[config.mk]
export PLATFORM = sky130hd
export DESIGN_NAME = kp_entry_ctrl_flat
export DESIGN_NICKNAME = d
export VERILOG_FILES = /design/src/rtl/kp_pkg.sv /design/src/rtl/kp_entry_ctrl_if.sv /design/src/rtl/kp_key_filter.sv /design/src/rtl/kp_entry_ctrl.sv /design/src/flat_wrapper.sv
export SDC_FILE = /design/constraint.sdc
export NUM_CORES = 1
export LEC_CHECK = 0
export ABC_AREA = 1
export BUFFER_PORTS_ARGS = -buffer_cell sky130_fd_sc_hd__buf_4
export CORE_ASPECT_RATIO = 1.4
export CORE_MARGIN = 2
export CORE_UTILIZATION = 58
export CTS_CLUSTER_DIAMETER = 60
export DETAILED_ROUTE_END_ITERATION = 8
export MAX_ROUTING_LAYER = met4
export PLACE_DENSITY = 0.88
export REMOVE_ABC_BUFFERS = 1
export SLEW_MARGIN = 20
export SYNTH_ARGS = -nofsm -noshare
export SYNTH_HDL_FRONTEND = slang
export SYNTH_SLANG_ARGS = --single-unit
export TNS_END_PERCENT = 50
[constraint.sdc]
create_clock -name clk -period 5 [get_ports clk]
set_clock_uncertainty 0.1 [all_clocks]
set_input_delay 0.5 -clock clk [delete_from_list [all_inputs] [get_ports clk]]
set_output_delay 0.5 -clock clk [all_outputs]
set_load 0.05 [all_outputs]
[src/rtl/kp_pkg.sv]
// Shared keycodes, controller state type and BCD conversion helpers for the keypad entry block.
package kp_pkg;

  localparam logic [3:0] KEY_STOP  = 4'hA;
  localparam logic [3:0] KEY_START = 4'hB;
  localparam logic [3:0] KEY_NEXT  = 4'hC;
  localparam logic [3:0] KEY_BKSP  = 4'hD;

  // Widest field the helpers accept; callers zero-extend narrower fields.
  localparam int unsigned MAX_DIGITS = 8;
  localparam int unsigned BCD_W      = MAX_DIGITS * 4;

  typedef enum logic [1:0] {EDIT, ARM, RUN} kp_state_e;

  // Upper (ndig-2) digits are minutes, low two digits are seconds; seconds are not clamped.
  function automatic logic [31:0] bcd_time2bin(input logic [BCD_W-1:0] bcd, input int ndig);
    logic [31:0] mins;
    mins = '0;
    for (int i = MAX_DIGITS - 1; i >= 2; i--) begin
      if (i < ndig) mins = mins * 32'd10 + 32'(bcd[i*4 +: 4]);
    end
    return mins * 32'd60 + 32'(bcd[7:4]) * 32'd10 + 32'(bcd[3:0]);
  endfunction

  // Only the low three digits count; result saturates at 100 %.
  function automatic logic [7:0] bcd_dc2bin(input logic [BCD_W-1:0] bcd);
    logic [11:0] v;
    v = 12'(bcd[11:8]) * 12'd100 + 12'(bcd[7:4]) * 12'd10 + 12'(bcd[3:0]);
    return (v > 12'd100) ? 8'd100 : v[7:0];
  endfunction

endpackage

[src/rtl/kp_entry_ctrl_if.sv]
// Keypad-side inputs and heater/display-side outputs of the entry controller.
interface kp_entry_ctrl_if #(
  parameter int unsigned DIGITS  = 3,
  parameter int unsigned NFIELDS = 2,
  parameter int unsigned TW      = 10
) ();
  localparam int unsigned FW = (NFIELDS > 1) ? $clog2(NFIELDS) : 1;

  logic                        kphit;
  logic [3:0]                  num;
  logic [DIGITS*4-1:0]         tload;
  logic                        write_ack;
  logic                        start;
  logic                        stop;
  logic                        write;
  logic [FW-1:0]               field_sel;
  logic [NFIELDS*DIGITS*4-1:0] disp;
  logic [TW-1:0]               time_bin;
  logic [7:0]                  dc_bin;

  // Environment side: keypad scanner, countdown timer and heater controller.
  modport master (
    output kphit, num, tload, write_ack,
    input  start, stop, write, field_sel, disp, time_bin, dc_bin
  );

  // Controller side.
  modport slave (
    input  kphit, num, tload, write_ack,
    output start, stop, write, field_sel, disp, time_bin, dc_bin
  );
endinterface

[src/rtl/kp_key_filter.sv]
// Single-accept key filter: one key_valid pulse per press, then a lockout and a required release.
module kp_key_filter #(
  parameter int unsigned DEBOUNCE = 1024
) (
  input  logic       clk,
  input  logic       reset_n,
  input  logic       kphit,
  input  logic [3:0] num,
  output logic       key_valid,
  output logic [3:0] key_code
);
  localparam int unsigned LW = (DEBOUNCE > 1) ? $clog2(DEBOUNCE) : 1;

  logic          armed_q, armed_d;
  logic [LW-1:0] lockout_q, lockout_d;
  logic          idle;

  assign idle      = (lockout_q == '0);
  assign key_valid = kphit & armed_q & idle;
  assign key_code  = num;

  // Accept disarms and loads the lockout; re-arm only once released and the lockout has drained.
  always_comb begin
    armed_d   = armed_q;
    lockout_d = lockout_q;
    if (key_valid) begin
      armed_d   = 1'b0;
      lockout_d = LW'(DEBOUNCE - 1);
    end else begin
      if (!idle) lockout_d = lockout_q - LW'(1);
      if (!kphit && idle) armed_d = 1'b1;
    end
  end

  // Filter state registers.
  always_ff @(posedge clk or negedge reset_n) begin
    if (!reset_n) begin
      armed_q   <= 1'b1;
      lockout_q <= '0;
    end else begin
      armed_q   <= armed_d;
      lockout_q <= lockout_d;
    end
  end

endmodule

[src/rtl/kp_entry_ctrl.sv]
// Keypad entry controller: BCD field editing plus the stop/arm/run handshake to the heater.
module kp_entry_ctrl
  import kp_pkg::*;
#(
  parameter int unsigned DIGITS   = 3,
  parameter int unsigned NFIELDS  = 2,
  parameter int unsigned DEBOUNCE = 1024,
  parameter int unsigned TW       = 10
) (
  input logic             clk,
  input logic             reset_n,
  kp_entry_ctrl_if.slave  bus
);
  localparam int unsigned FWID = DIGITS * 4;
  localparam int unsigned FW   = (NFIELDS > 1) ? $clog2(NFIELDS) : 1;

  kp_state_e                      state_q, state_d;
  logic [NFIELDS-1:0][FWID-1:0]   fields_q, fields_d;
  logic [FW-1:0]                  sel_q, sel_d;
  logic                           key_valid;
  logic [3:0]                     key_code;
  logic [BCD_W-1:0]               time_bcd, dc_bcd;
  logic [TW-1:0]                  time_bin;

  kp_key_filter #(
    .DEBOUNCE (DEBOUNCE)
  ) u_key_filter (
    .clk       (clk),
    .reset_n   (reset_n),
    .kphit     (bus.kphit),
    .num       (bus.num),
    .key_valid (key_valid),
    .key_code  (key_code)
  );

  assign time_bcd = BCD_W'(fields_q[0]);
  if (NFIELDS > 1) begin : g_dc
    assign dc_bcd = BCD_W'(fields_q[1]);
  end else begin : g_no_dc
    assign dc_bcd = '0;
  end

  assign time_bin      = TW'(bcd_time2bin(time_bcd, int'(DIGITS)));
  assign bus.time_bin  = time_bin;
  assign bus.dc_bin    = bcd_dc2bin(dc_bcd);
  assign bus.disp      = fields_q;
  assign bus.field_sel = sel_q;
  assign bus.start     = (state_q == RUN);
  assign bus.stop      = (state_q == EDIT);
  assign bus.write     = (state_q == ARM);

  // Key decode and handshake; an accepted stop key overrides everything, including write_ack.
  always_comb begin
    state_d  = state_q;
    fields_d = fields_q;
    sel_d    = sel_q;
    if (key_valid && key_code == KEY_STOP) begin
      state_d     = EDIT;
      fields_d[0] = bus.tload;
      // Clear is applied after the reload, so it wins when field 0 is the one selected.
      if (state_q == EDIT) fields_d[sel_q] = '0;
    end else begin
      unique case (state_q)
        EDIT: begin
          if (key_valid) begin
            if (key_code <= 4'd9) begin
              fields_d[sel_q] = {fields_q[sel_q][FWID-5:0], key_code};
            end else if (key_code == KEY_BKSP) begin
              fields_d[sel_q] = {4'h0, fields_q[sel_q][FWID-1:4]};
            end else if (key_code == KEY_NEXT) begin
              sel_d = (sel_q == FW'(NFIELDS - 1)) ? '0 : sel_q + FW'(1);
            end else if (key_code == KEY_START && time_bin != '0) begin
              state_d = ARM;
            end
          end
        end
        ARM:     if (bus.write_ack) state_d = RUN;
        RUN:     ;
        default: state_d = EDIT;
      endcase
    end
  end

  // Controller state registers.
  always_ff @(posedge clk or negedge reset_n) begin
    if (!reset_n) begin
      state_q  <= EDIT;
      fields_q <= '0;
      sel_q    <= '0;
    end else begin
      state_q  <= state_d;
      fields_q <= fields_d;
      sel_q    <= sel_d;
    end
  end

endmodule

[src/flat_wrapper.sv]
// flat-port wrapper written by rule: the top's interface ports become plain ports
module kp_entry_ctrl_flat import kp_pkg::*;
#(
  parameter int unsigned DIGITS   = 3,
  parameter int unsigned NFIELDS  = 2,
  parameter int unsigned DEBOUNCE = 1024,
  parameter int unsigned TW       = 10
)
  (clk, reset_n, bus_kphit, bus_num, bus_tload, bus_write_ack, bus_start, bus_stop, bus_write, bus_field_sel, bus_disp, bus_time_bin, bus_dc_bin);
  kp_entry_ctrl_if #(.DIGITS(DIGITS), .NFIELDS(NFIELDS), .TW(TW)) bus_i ();
  input logic clk;
  input logic reset_n;
  input wire logic [$bits(bus_i.kphit)-1:0] bus_kphit;
  input wire logic [$bits(bus_i.num)-1:0] bus_num;
  input wire logic [$bits(bus_i.tload)-1:0] bus_tload;
  input wire logic [$bits(bus_i.write_ack)-1:0] bus_write_ack;
  output wire logic [$bits(bus_i.start)-1:0] bus_start;
  output wire logic [$bits(bus_i.stop)-1:0] bus_stop;
  output wire logic [$bits(bus_i.write)-1:0] bus_write;
  output wire logic [$bits(bus_i.field_sel)-1:0] bus_field_sel;
  output wire logic [$bits(bus_i.disp)-1:0] bus_disp;
  output wire logic [$bits(bus_i.time_bin)-1:0] bus_time_bin;
  output wire logic [$bits(bus_i.dc_bin)-1:0] bus_dc_bin;
  assign bus_i.kphit = bus_kphit;
  assign bus_i.num = bus_num;
  assign bus_i.tload = bus_tload;
  assign bus_i.write_ack = bus_write_ack;
  assign bus_start = bus_i.start;
  assign bus_stop = bus_i.stop;
  assign bus_write = bus_i.write;
  assign bus_field_sel = bus_i.field_sel;
  assign bus_disp = bus_i.disp;
  assign bus_time_bin = bus_i.time_bin;
  assign bus_dc_bin = bus_i.dc_bin;
  kp_entry_ctrl #(.DIGITS(DIGITS), .NFIELDS(NFIELDS), .DEBOUNCE(DEBOUNCE), .TW(TW)) u_core (.clk(clk), .reset_n(reset_n), .bus(bus_i));
endmodule
Yosys cells after proc, flatten, opt, wreduce, memory -nomap -nowiden
Cells that the tools add are included.

Bits of input ports: 20. Output and inout bits: 46. Register bits: 38.

Multipliers: 4. Magnitude comparators: 4. Mux-type cells: 26. Add/subtract/negate cells: 6. Bitwise logic cells: 7. Reductions and logical operators: 16. Equal/unequal tests: 14.

Operators with widths (count): 2-to-1 mux 24 bit (6); bitwise mux 24 bit (2); 2-to-1 mux 12 bit (3); AND 24 bit (1); inverter 24 bit (1); 2-to-1 mux 10 bit (2); == test 4 bit (second input constant) (4); multiplier 4 x 3 -> 7 bit (second input constant) (2); 2-to-1 mux 2 bit (7); adder 11 x 8 -> 12 bit (1); adder 12 x 4 -> 12 bit (1); demux 12 bit (select 1 bit) (1); > comparator 12 x 7 -> 1 bit (second input constant) (1); != test 3 x 2 -> 1 bit (second input constant) (4); adder 10 x 4 -> 10 bit (1); adder 10 x 8 -> 10 bit (1); logical NOT 10 bit (1); nonzero test 10 bit (1); subtractor 10 x 1 -> 10 bit (second input constant) (1); multiplier 4 x 5 -> 9 bit (second input constant) (1); multiplier 4 x 4 -> 8 bit (second input constant) (1); 2-to-1 mux 8 bit (1); AND reduction 7 bit (1); != test 3 x 1 -> 1 bit (second input constant) (2); 18 further kinds (30).

Longest topological paths before layout
Word-level depth: 12. Depth in mapped cells: 24. Depth with buffers taken out: 24.

Hierarchy
A second synthesis with hierarchy kept.

Cell total of the unflattened synthesis: 539. Area total of the unflattened synthesis: 4142.7 um2.

By module, submodules not included: kp_entry_ctrl (instances 1, cells an instance 442, area each 3410.8 um2); kp_key_filter (instances 1, cells an instance 97, area each 732.0 um2).

Worst setup path before layout
OpenSTA, ideal clock, no wires.

Kind: register -> output. Start: reg u_core.fields_q, in the netlist u_core.bus.disp[10]. End: out bus_time_bin[9]. Path buffers: 0. Path slack: 0.484 ns. Data arrival time: 3.916 ns. Stages on the path, launching flop included: 20. Path through: dfrtp_1 > inv_1 > fa_1 > inv_1 > ha_1 > ha_1 > inv_1 > nand2_1 > and2_1 > xor2_1 > ha_1 > ha_1 > nand2_1 > nor2_1 > inv_1 > nor2_1 > nor2_1 > nand3_1 > nand2_1 > inv_1.

Word-level cells in the longest chain between the ends: 3.

Ends and longest elaborated chain: start, declared (RTL line kp_entry_ctrl.sv:18) `logic [NFIELDS-1:0][FWID-1:0] fields_q, fields_d;`; start signal, assigned (RTL line kp_entry_ctrl.sv:92) `fields_q <= fields_d;`; multiplier 4 x 4 -> 8 bit (RTL line kp_pkg.sv:22) `return mins * 32'd60 + 32'(bcd[7:4]) * 32'd10 + 32'(bcd[3:0]);`; adder 10 x 8 -> 10 bit (RTL line kp_pkg.sv:22); adder 10 x 4 -> 10 bit (RTL line kp_pkg.sv:22); end, declared (RTL line flat_wrapper.sv:22) `output wire logic [$bits(bus_i.time_bin)-1:0] bus_time_bin;`.

Every way passes these cells.

Worst setup path in the final report
Start: reg u_core.fields_q, in the netlist u_core.bus.disp[8]. End: out bus_time_bin[9].

Same word-level chain as after synthesis.

==> qor.yml <==
netlist_instances: 519
tns_ns: 0
grt_max_degree: 39
drc: 0
wl_mm: 9.41
hold_path.class: "in2async"
reg2reg_to: "u_core.state_q[1]"
worstSetupPathType: "reg2out"
synth_area_per_cell_um2: 7.64
clk_latency_ns: 0.29
worstPathCellList: "fa_1, fa_1, ha_1, nand2_1, nand2_1, and2_1, xor2_1, ha_1, ha_1, nand2_1, nor2_1, inv_1, nor2_1, nor2_1, nand3_1, nand2_1, inv_1, buf_4"
crit_top_cell: "nand2_1"
grt_pass1_vias: 3706
path_clk_slew_ns: 0.08
max_stage_delay_ns: 0.62
ant_nets: 0
ys_seq_elements: 38
vias_per_cell: 5.47
leakage_nw: 2.52
setup_ws_ns: 0.336
finalCriticalPeriod_ns: 4.66
worst_setup_path_end_kind: "output pin"
synth_warnings: 0
cts_buffer_depth: 2
track_usage_pct: 27.7
hpwlAfterDp_mm: 7.65
synth-main-ff-cell: "dfrtp_1"
rows: 35
async_reset_ff_share_pct: 100
power.density_nw_per_um2: 362
reg2reg_from: "u_core.bus.disp[8]"
io_buffers: 64
critPathSlowestCell: "fa_1"
die_area_um2: 7520
gp_congestion: 0.908
postCtsResizedCells: 0
slew_headroom_pct: 53.4
cts_tree: "yes"
drv_cap: 0
startpoint_type: "register"
layout_common_cells: "inv_1 (95), nand2_1 (92), buf_4 (64)"
path_max_fanout: 6
multi_input_area_um2: 2560
io_pins: 66
area_growth_pct: 15.4
drt-initial-drc-count: 134
antenna_found_initial: 0
fill_cells: 544
setup_viol: 0
cts_root_buf: "clkbuf_8"
vias: 3681
r2r_cells: 21
grt-ovfl-total: 0
path_buf_inv: 3
fmax_mhz: 214
die_w_um: 73.9
grt_pass1_wl_mm: 15.8
seq_area_frac_synth_pct: 24.0
htreeDepth: 2
drive_above_1_share_pct: 18.1
hold_viol_final: 0
worstPathRequired_ns: 4.40
p_total_mw: 1.66
diodes: 0
dp_slack_ns: 0.655
period_share_pct: 93.3
critical_path.top_delay_family: "adder cells"
wire_per_inst_um: 14.0
arrival_ns: 4.06
syn_area_um2: 3970
cts_num_sinks: 38
tightest_slew_ns: 0.699
drtPass1Iterations: 5
regArea_um2: 952
num-nets-final: 667
ir_drop_v: 0.000348
rrSetupSlack_ns: 0.92
rsz0062_at_grt: "no"
die_y_um: 102
synth-edff-count: 0
instances_no_fill: 673
cts_made_buffers: 5
initial_core_util_pct: 60.0
coreArea_um2: 6610
cts_setup_buffers: 0
cts_hold_repair.buffers: 0
dpl.cell_count: 665
synth_cell_types: 44
layout_commonest_cell: "inv_1"
status: "finished, final reports clean"
slew_viol_final: 0
holdWs_ns: 0.0685
-- report_power, final --
part	internal (mW)	leakage, nW	switching [mW]
logic	0.351	2.03	0.722
clock network	0.111	0.0482	0.109
registers	0.332	0.438	0.0337
-- routing by layer --
metal / up-vias / wire (µm) / track usage, %
met2: 116 / 5140 / 50.1
met5: - / 0 / -
met3: 30 / 381 / 3.16
met4: 0 / 285 / 12.0
met1: 1749 / 3610 / 29.8
li1: 1786 / - / -
-- stage by stage --
step                utilization (%)  area (µm²)
floorplan                         -        3890
global placement               67.8        4480
detailed placement             67.8        4480
CTS                            69.2        4580
global route                   69.2        4580
finish                         69.2        4580
-- cells in the mapped netlist, types with 4 or more instances --
master,number,area (µm²)
nor2_2,4,25.0
o21ai_2,7,61.3
nor2_1,48,180
fa_1,14,280
dfrtp_1,37,926
xnor2_1,7,61.3
o22ai_1,9,56.3
o21ai_1,11,55.1
a21oi_1,16,80.1
nand3_1,30,150
nor3_1,7,35.0
xor2_1,10,87.6
inv_1,95,357
nand2_1,92,345
o21ai_0,31,155
ha_1,53,663
-- logic make-up (layout without fill, tap and decap cells) --
family,Yosys count,count (layout),synth area share [%]
compound gates,86,86,12.7
simple gates,200,200,24.1
other cells,1,1,0.0946
fa+ha+maj,67,67,23.8
flops,38,38,24.0
xor+xnor,17,17,3.76
buf+inv,110,172,11.5
-- sequential cells by signal, indices dropped and copies added, names as in the netlist --
name and count:
u_core.u_key_filter.lockout_q 10, u_core.bus.disp 24, u_core.state_q 2, u_core.u_key_filter.armed_q 1, u_core.bus.field_sel 1
-- area by class of cell --
type | instances | area share (%)
multi-input combinational | 371 | 55.9
sequential | 38 | 20.8
timing repair buffer | 64 | 10.5
inverter | 100 | 8.29
tap | 92 | 2.52
clock buffer | 7 | 1.89
clock inverter | 1 | 0.109
-- worst max-delay path by stage --
stage	start	to	slack, ns	cells after the start
after floorplan	u_core.bus.disp[10]	bus_time_bin[9]	0.48	19
after global placement	u_core.bus.disp[10]	bus_time_bin[9]	0.81	20
after detailed placement	u_core.bus.disp[8]	bus_time_bin[9]	0.65	18
after CTS	u_core.bus.disp[10]	bus_time_bin[9]	0.32	20
after global routing	u_core.bus.disp[10]	bus_time_bin[9]	0.08	20
final	u_core.bus.disp[8]	bus_time_bin[9]	0.34	18
Power figures use the tool's default switching activity.
